`src/rtl/regfile_tagged.sv`:
```
// Architectural register file with per-register producer tags, multi-port reads
// with CDB bypass, rename, flush and a registered busy-register count.
module regfile_tagged #(
    parameter int DATA_W = 32,
    parameter int NREG   = 32,
    parameter int TAG_W  = 5,
    parameter int NRD    = 2,
    parameter int NCDB   = 2,
    localparam int AW    = $clog2(NREG)
) (
    input  logic                   clk,
    input  logic                   RST,
    input  logic [NRD*AW-1:0]      RdAddr,
    output logic [NRD*DATA_W-1:0]  RdData,
    output logic [NRD*TAG_W-1:0]   RdLabel,
    input  logic                   RegWr,
    input  logic [AW-1:0]          WriteAddr,
    input  logic [TAG_W-1:0]       WriteLabel,
    input  logic [NCDB-1:0]        BCEN,
    input  logic [NCDB*TAG_W-1:0]  BClabel,
    input  logic [NCDB*DATA_W-1:0] BCdata,
    input  logic                   Flush,
    output logic [AW-1:0]          BusyCount
);

    logic [DATA_W-1:0] data_q [NREG];
    logic [DATA_W-1:0] data_d [NREG];
    logic [TAG_W-1:0]  tag_q  [NREG];
    logic [TAG_W-1:0]  tag_d  [NREG];
    logic [AW-1:0]     busy_count_q;
    logic [AW-1:0]     busy_count_d;

    // Next state: broadcast owns data, rename then flush override the tag.
    always_comb begin
        busy_count_d = '0;
        for (int r = 0; r < NREG; r++) begin
            data_d[r] = data_q[r];
            tag_d[r]  = tag_q[r];
            if (r == 0) begin
                data_d[r] = '0;
                tag_d[r]  = '0;
            end else begin
                // Descending scan so the lowest matching channel is applied last.
                for (int c = NCDB - 1; c >= 0; c--) begin
                    if (BCEN[c] && (BClabel[c*TAG_W +: TAG_W] != '0) &&
                        (tag_q[r] == BClabel[c*TAG_W +: TAG_W])) begin
                        data_d[r] = BCdata[c*DATA_W +: DATA_W];
                        tag_d[r]  = '0;
                    end
                end
                if (!Flush && RegWr && (WriteLabel != '0) && (WriteAddr == AW'(r))) begin
                    tag_d[r] = WriteLabel;
                end
                if (Flush) begin
                    tag_d[r] = '0;
                end
            end
            if (tag_d[r] != '0) begin
                busy_count_d = busy_count_d + AW'(1);
            end
        end
    end

    always_ff @(negedge clk) begin
        if (RST) begin
            for (int r = 0; r < NREG; r++) begin
                data_q[r] <= '0;
                tag_q[r]  <= '0;
            end
            busy_count_q <= '0;
        end else begin
            for (int r = 0; r < NREG; r++) begin
                data_q[r] <= data_d[r];
                tag_q[r]  <= tag_d[r];
            end
            busy_count_q <= busy_count_d;
        end
    end

    assign BusyCount = busy_count_q;

    // Read ports observe pre-update state, bypassing a matching broadcast.
    always_comb begin
        RdData  = '0;
        RdLabel = '0;
        for (int k = 0; k < NRD; k++) begin
            logic [AW-1:0]     addr;
            logic [DATA_W-1:0] rd_data;
            logic [TAG_W-1:0]  rd_tag;
            addr    = RdAddr[k*AW +: AW];
            rd_data = '0;
            rd_tag  = '0;
            if ((addr != '0) && (int'(addr) < NREG)) begin
                rd_data = data_q[addr];
                rd_tag  = tag_q[addr];
                for (int c = NCDB - 1; c >= 0; c--) begin
                    if ((tag_q[addr] != '0) && BCEN[c] &&
                        (BClabel[c*TAG_W +: TAG_W] == tag_q[addr])) begin
                        rd_data = BCdata[c*DATA_W +: DATA_W];
                        rd_tag  = '0;
                    end
                end
            end
            RdData[k*DATA_W +: DATA_W] = rd_data;
            RdLabel[k*TAG_W +: TAG_W]  = rd_tag;
        end
    end

endmodule

```
`config.mk`:
```
export PLATFORM = sky130hd
export DESIGN_NAME = regfile_tagged
export DESIGN_NICKNAME = d
export VERILOG_FILES = /design/src/rtl/regfile_tagged.sv
export SDC_FILE = /design/constraint.sdc
export NUM_CORES = 2
export LEC_CHECK = 0
export CAP_MARGIN = 20
export CORE_MARGIN = 2
export CORE_UTILIZATION = 55
export CTS_BUF_LIST = sky130_fd_sc_hd__clkbuf_8
export CTS_CLUSTER_DIAMETER = 100
export DETAILED_ROUTE_END_ITERATION = 8
export HOLD_SLACK_MARGIN = 0.05
export PLACE_DENSITY = 0.79
export SYNTH_ARGS = -nofsm -noshare
export SYNTH_HDL_FRONTEND = slang
export SYNTH_SLANG_ARGS = --single-unit
```
`constraint.sdc`:
```
create_clock -name clk -period 33.2 [get_ports clk]
set_clock_uncertainty 0.15 [all_clocks]
set_input_delay 8.3 -clock clk [delete_from_list [all_inputs] [get_ports clk]]
set_output_delay 8.3 -clock clk [all_outputs]
set_load 0.02 [all_outputs]
```
* After elaboration in Yosys (flattened, before gate mapping)
Memory sizes are Yosys's and may differ from the RTL's.
Cells that the tools add are included.
** Cells by class
- Add/sub/neg operators :: 30
- Equal/unequal tests :: 128
- Muxes and demuxes :: 296
- Bitwise operators :: 64
- Reduce and logical (&&, ||, !) cells :: 175
** Operators with widths (count)
- $mux 32 :: 100
- $mux 5 :: 192
- $eq 5x5->1 :: 66
- $reduce_bool 5->1 :: 38
- $add 5x1->5 const B :: 30
- $logic_and 1x1->1 :: 105
- $eq 5x5->1 const B :: 16
- $or 1x1->1 :: 64
- $ne 2x2->1 const B :: 31
- $reduce_and 2->1 :: 31
- $eq 5x4->1 const B :: 8
- $eq 5x3->1 const B :: 4
- $eq 5x2->1 const B :: 2
- $eq 5x1->1 const B :: 1
- $mux 1 :: 4
- $logic_not 1->1 :: 1
** Storage, ports and cells
- Register bits after elaboration :: 5
- RAM bits :: 1184
- Output and inout port bits :: 79
- Word-level logic and storage cells :: 696
- Memories kept :: 2
** Memories
- data_q :: words 32, width 32, rd ports 2, clocked after memory_dff 0, write ports 32, line 26 : logic [DATA_W-1:0] data_q [NREG];
- tag_q :: words 32, width 5, rd ports 33, clocked after memory_dff 0, write ports 32, line 28 : logic [TAG_W-1:0] tag_q [NREG];

* Depth between registers and ports, before layout
- Depth in word-level cells :: 69
- Gate-level depth with buffers :: 102
- Depth with buffers taken out :: 97

==> metrics.txt <==
utilization after layout 66.63%; total negative slack -26260 ps; register bit total from synthesis 1152; CP required 17230 ps; Place WS -8321 ps; final hold vios 0; die area 148400 um^2; Initial DRC Count 12690; Synth Area per Inst 11.83 um^2; largest net degree at the start of global routing 119; worst path bufs/invs 13; Pwr per Cell Area 46.22 nW/um^2; Post-synth EDFFs 992; Total GRT Usage 40.63%; Setup Viol. Count Final 4; Yosys warnings 0; relative slew slack 16.48%; synthesized net count 6889; WP data arrival 24280 ps; maxcap violations 0; clk sinks 1152; Hold WS 410.6 ps; Antenna Nets Post-Route 0; worst r2r src tag_q[3][0]; Syn Inst Count 6759; DR pass1 iterations 9; H-tree Lvls 4; CP max stage delay 540 ps; nets 8259; clk slew on worst S/H paths 40 ps; Rows 139; Clock Latency Late Sink 880 ps; I/O Pins 179; GR Overflow Total 0; final WL 307700 um; RePlAce Congestion 1.020; Crit Path Max Fanout 13; cts hold-fix bufs 0; critical path type input pin to register; kind of start point of the critical path input pin; multi-input combinational cell area 44900 um^2; CTS tree yes; Post-Syn Area 79950 um^2; RSZ-0062 raised after global routing true; Die Ht 385.3 um; core area 144000 um^2; FF+latch area 32990 um^2; maximum VDD drop 33.67 uV; library cells used by synthesis 98; Hold Crit Class register to register; Leak Pwr 37.81 nW; post-synthesis sequential area ratio 41.26%; Async SR Flop Fraction 0%; detailed-route via count 70510; CTS Buffer Depth 3; via/cell ratio 6.907; # fillers 9948; vias in the first global route 72640; area delta synth->final 20.01%; master of the slowest instance on the critical path or4b_1; ys flop type edfxtp_1; Worst Setup Slack, final -7046 ps; root buffer selected by CTS clkbuf_8; die width 385.3 um; WL/cell 30.14 um; initial antenna violation count 26; CTS Buf Count 206; max-slew violation count 0; DP HPWL 165100 um; layout cells sized above 1 23.19%; failing checks design-rule violations, negative setup slack; Critical Path Sink Type register; top cell family by delay on the critical path simple AND/OR/NAND/NOR gates; Worst-Margin Slew 1253 ps; PnR Total Power 4.435 mW; Initial Util 55.52%; input/output buffers 178; outcome complete, but fails checks; cell mode on critical path ha_1; Hold Path Origin tag_q[27][3]; first-pass GRT wire length 441200 um; Post-route DRC 9; launch point of the worst path WriteAddr[0]
## where the power goes
group / internal (mW) / switching [mW]
logic: 0.311 / 0.405
registers: 1.67 / 0.0373
clock network: 0.904 / 1.11
## metal layers
layer | track usage [%] | part of all wire (%) | vias to the layer above
li1 | - | - | 28120
met1 | 46.47 | 31 | 33330
met2 | 58.80 | 43 | 7146
met3 | 19.34 | 18 | 1880
met4 | 30.70 | 8.2 | 39
met5 | 1.884 | 0.17 | -
## worst reg2reg max path: cells and delay by family, from the launching register on
family / cells / cell delay (ps)
buf+inv: 12 / 1420
fa+ha+maj: 14 / 3790
xor+xnor: 13 / 2180
compound gates: 21 / 3120
mux: 7 / 1550
flops: 1 / 590
simple gates: 22 / 3390
## cell families (layout without fill, tap and decap cells)
group,after synthesis,after routing,share of synthesized area [%]
AND/OR/NAND/NOR,1924,1924,10.45
flip-flops,1152,1152,41.26
adder cells (fa/ha/maj),30,30,0.4695
XOR/XNOR,458,458,5.518
other,0,17,0
AO/OA/AOI/OAI,514,514,4.203
buffers and inverters,786,2316,3.751
multiplexers,1895,1895,34.35
## cell type report
class	instances	area share (%)
flip-flops and latches	1152	34.38
clock inverters	1314	5.919
multi-input cells	4821	46.79
inverters	43	0.1708
diodes	17	0.04433
well taps	1903	2.481
repair buffers	753	7.255
clock buffers	206	2.955
## cells in the mapped netlist (all sizes together), types with 8 or more instances
master | n | area share, %
mux2 | 147 | 2.1
nor3b | 12 | 0.11
and2 | 25 | 0.20
a31oi | 29 | 0.23
dfxtp | 160 | 4.0
nand3 | 190 | 1.2
o22ai | 10 | 0.078
nand4 | 29 | 0.25
nand2b | 13 | 0.10
a41oi | 8 | 0.097
mux2i | 1084 | 14
edfxtp | 992 | 37
a22oi | 13 | 0.12
o21a | 8 | 0.075
a22o | 74 | 0.81
xnor3 | 13 | 0.37
nor2 | 1127 | 5.3
nor4 | 66 | 0.60
and3 | 15 | 0.12
or4 | 29 | 0.28
clkbuf | 612 | 2.9
nor2b | 12 | 0.094
nand2 | 324 | 1.5
inv | 43 | 0.20
xor2 | 195 | 2.2
nor3 | 35 | 0.23
or2 | 16 | 0.13
o21ai | 125 | 0.79
o31ai | 11 | 0.12
xnor2 | 249 | 2.9
mux4 | 664 | 19
ha | 30 | 0.47
a21oi | 162 | 1.0
buf | 130 | 0.67
## final timing paths
kind | to | depth (start not counted) | slack, ps
setup / recovery | BusyCount[4] | 85 | -7050
hold / removal | tag_q[27][3] | 2 | 410
setup reg to reg | BusyCount[4] | 89 | 16950
hold reg to reg | tag_q[27][3] | 2 | 410
## per-stage QoR
step / cells / instance area, um^2
after floorplan: 6759 / 80450
after global placement: 8612 / 85890
after detailed placement: 8625 / 86200
after CTS: 10150 / 94860
after global routing: 10200 / 95930
final: 10210 / 95950
## sequential cells by signal, indices dropped and copies added, names as in the netlist
name / cells
data_q: 992
BusyCount: 5
tag_q: 155
## cell usage in the layout, fill, tap and decap left out, types with 11 or more instances in the layout
cell type	instances
nand2_2	35
clkbuf_8	206
xnor2_2	11
edfxtp_1	992
and3_1	15
clkbuf_16	11
mux4_2	664
inv_1	1259
nand3_1	190
or4_1	24
nor2_1	1123
buf_4	524
or2_2	13
ha_1	18
o21ai_0	99
buf_2	11
nor4_1	27
nor4_2	29
nand2_1	287
xnor2_1	233
bufinv_16	16
clkinvlp_2	56
dfxtp_1	160
mux2_2	141
a21oi_1	158
xor2_1	186
a31oi_1	27
nor3_1	33
mux2i_1	1082
buf_16	30
nand4_1	27
diode_2	17
nor3b_1	12
clkdlybuf4s50_1	150
a22o_1	74
and2_1	24
## timing repair
| item | CTS | global route |
|---|---|---|
| setup buffers | 9 | 5 |
| hold endpoints to repair | 0 | 0 |
| endpoints found under the setup margin | 4 | 4 |
| resized for setup | 21 | 24 |
| pin swaps | 16 | 13 |
No activity file was read; power rests on OpenSTA's default activity.
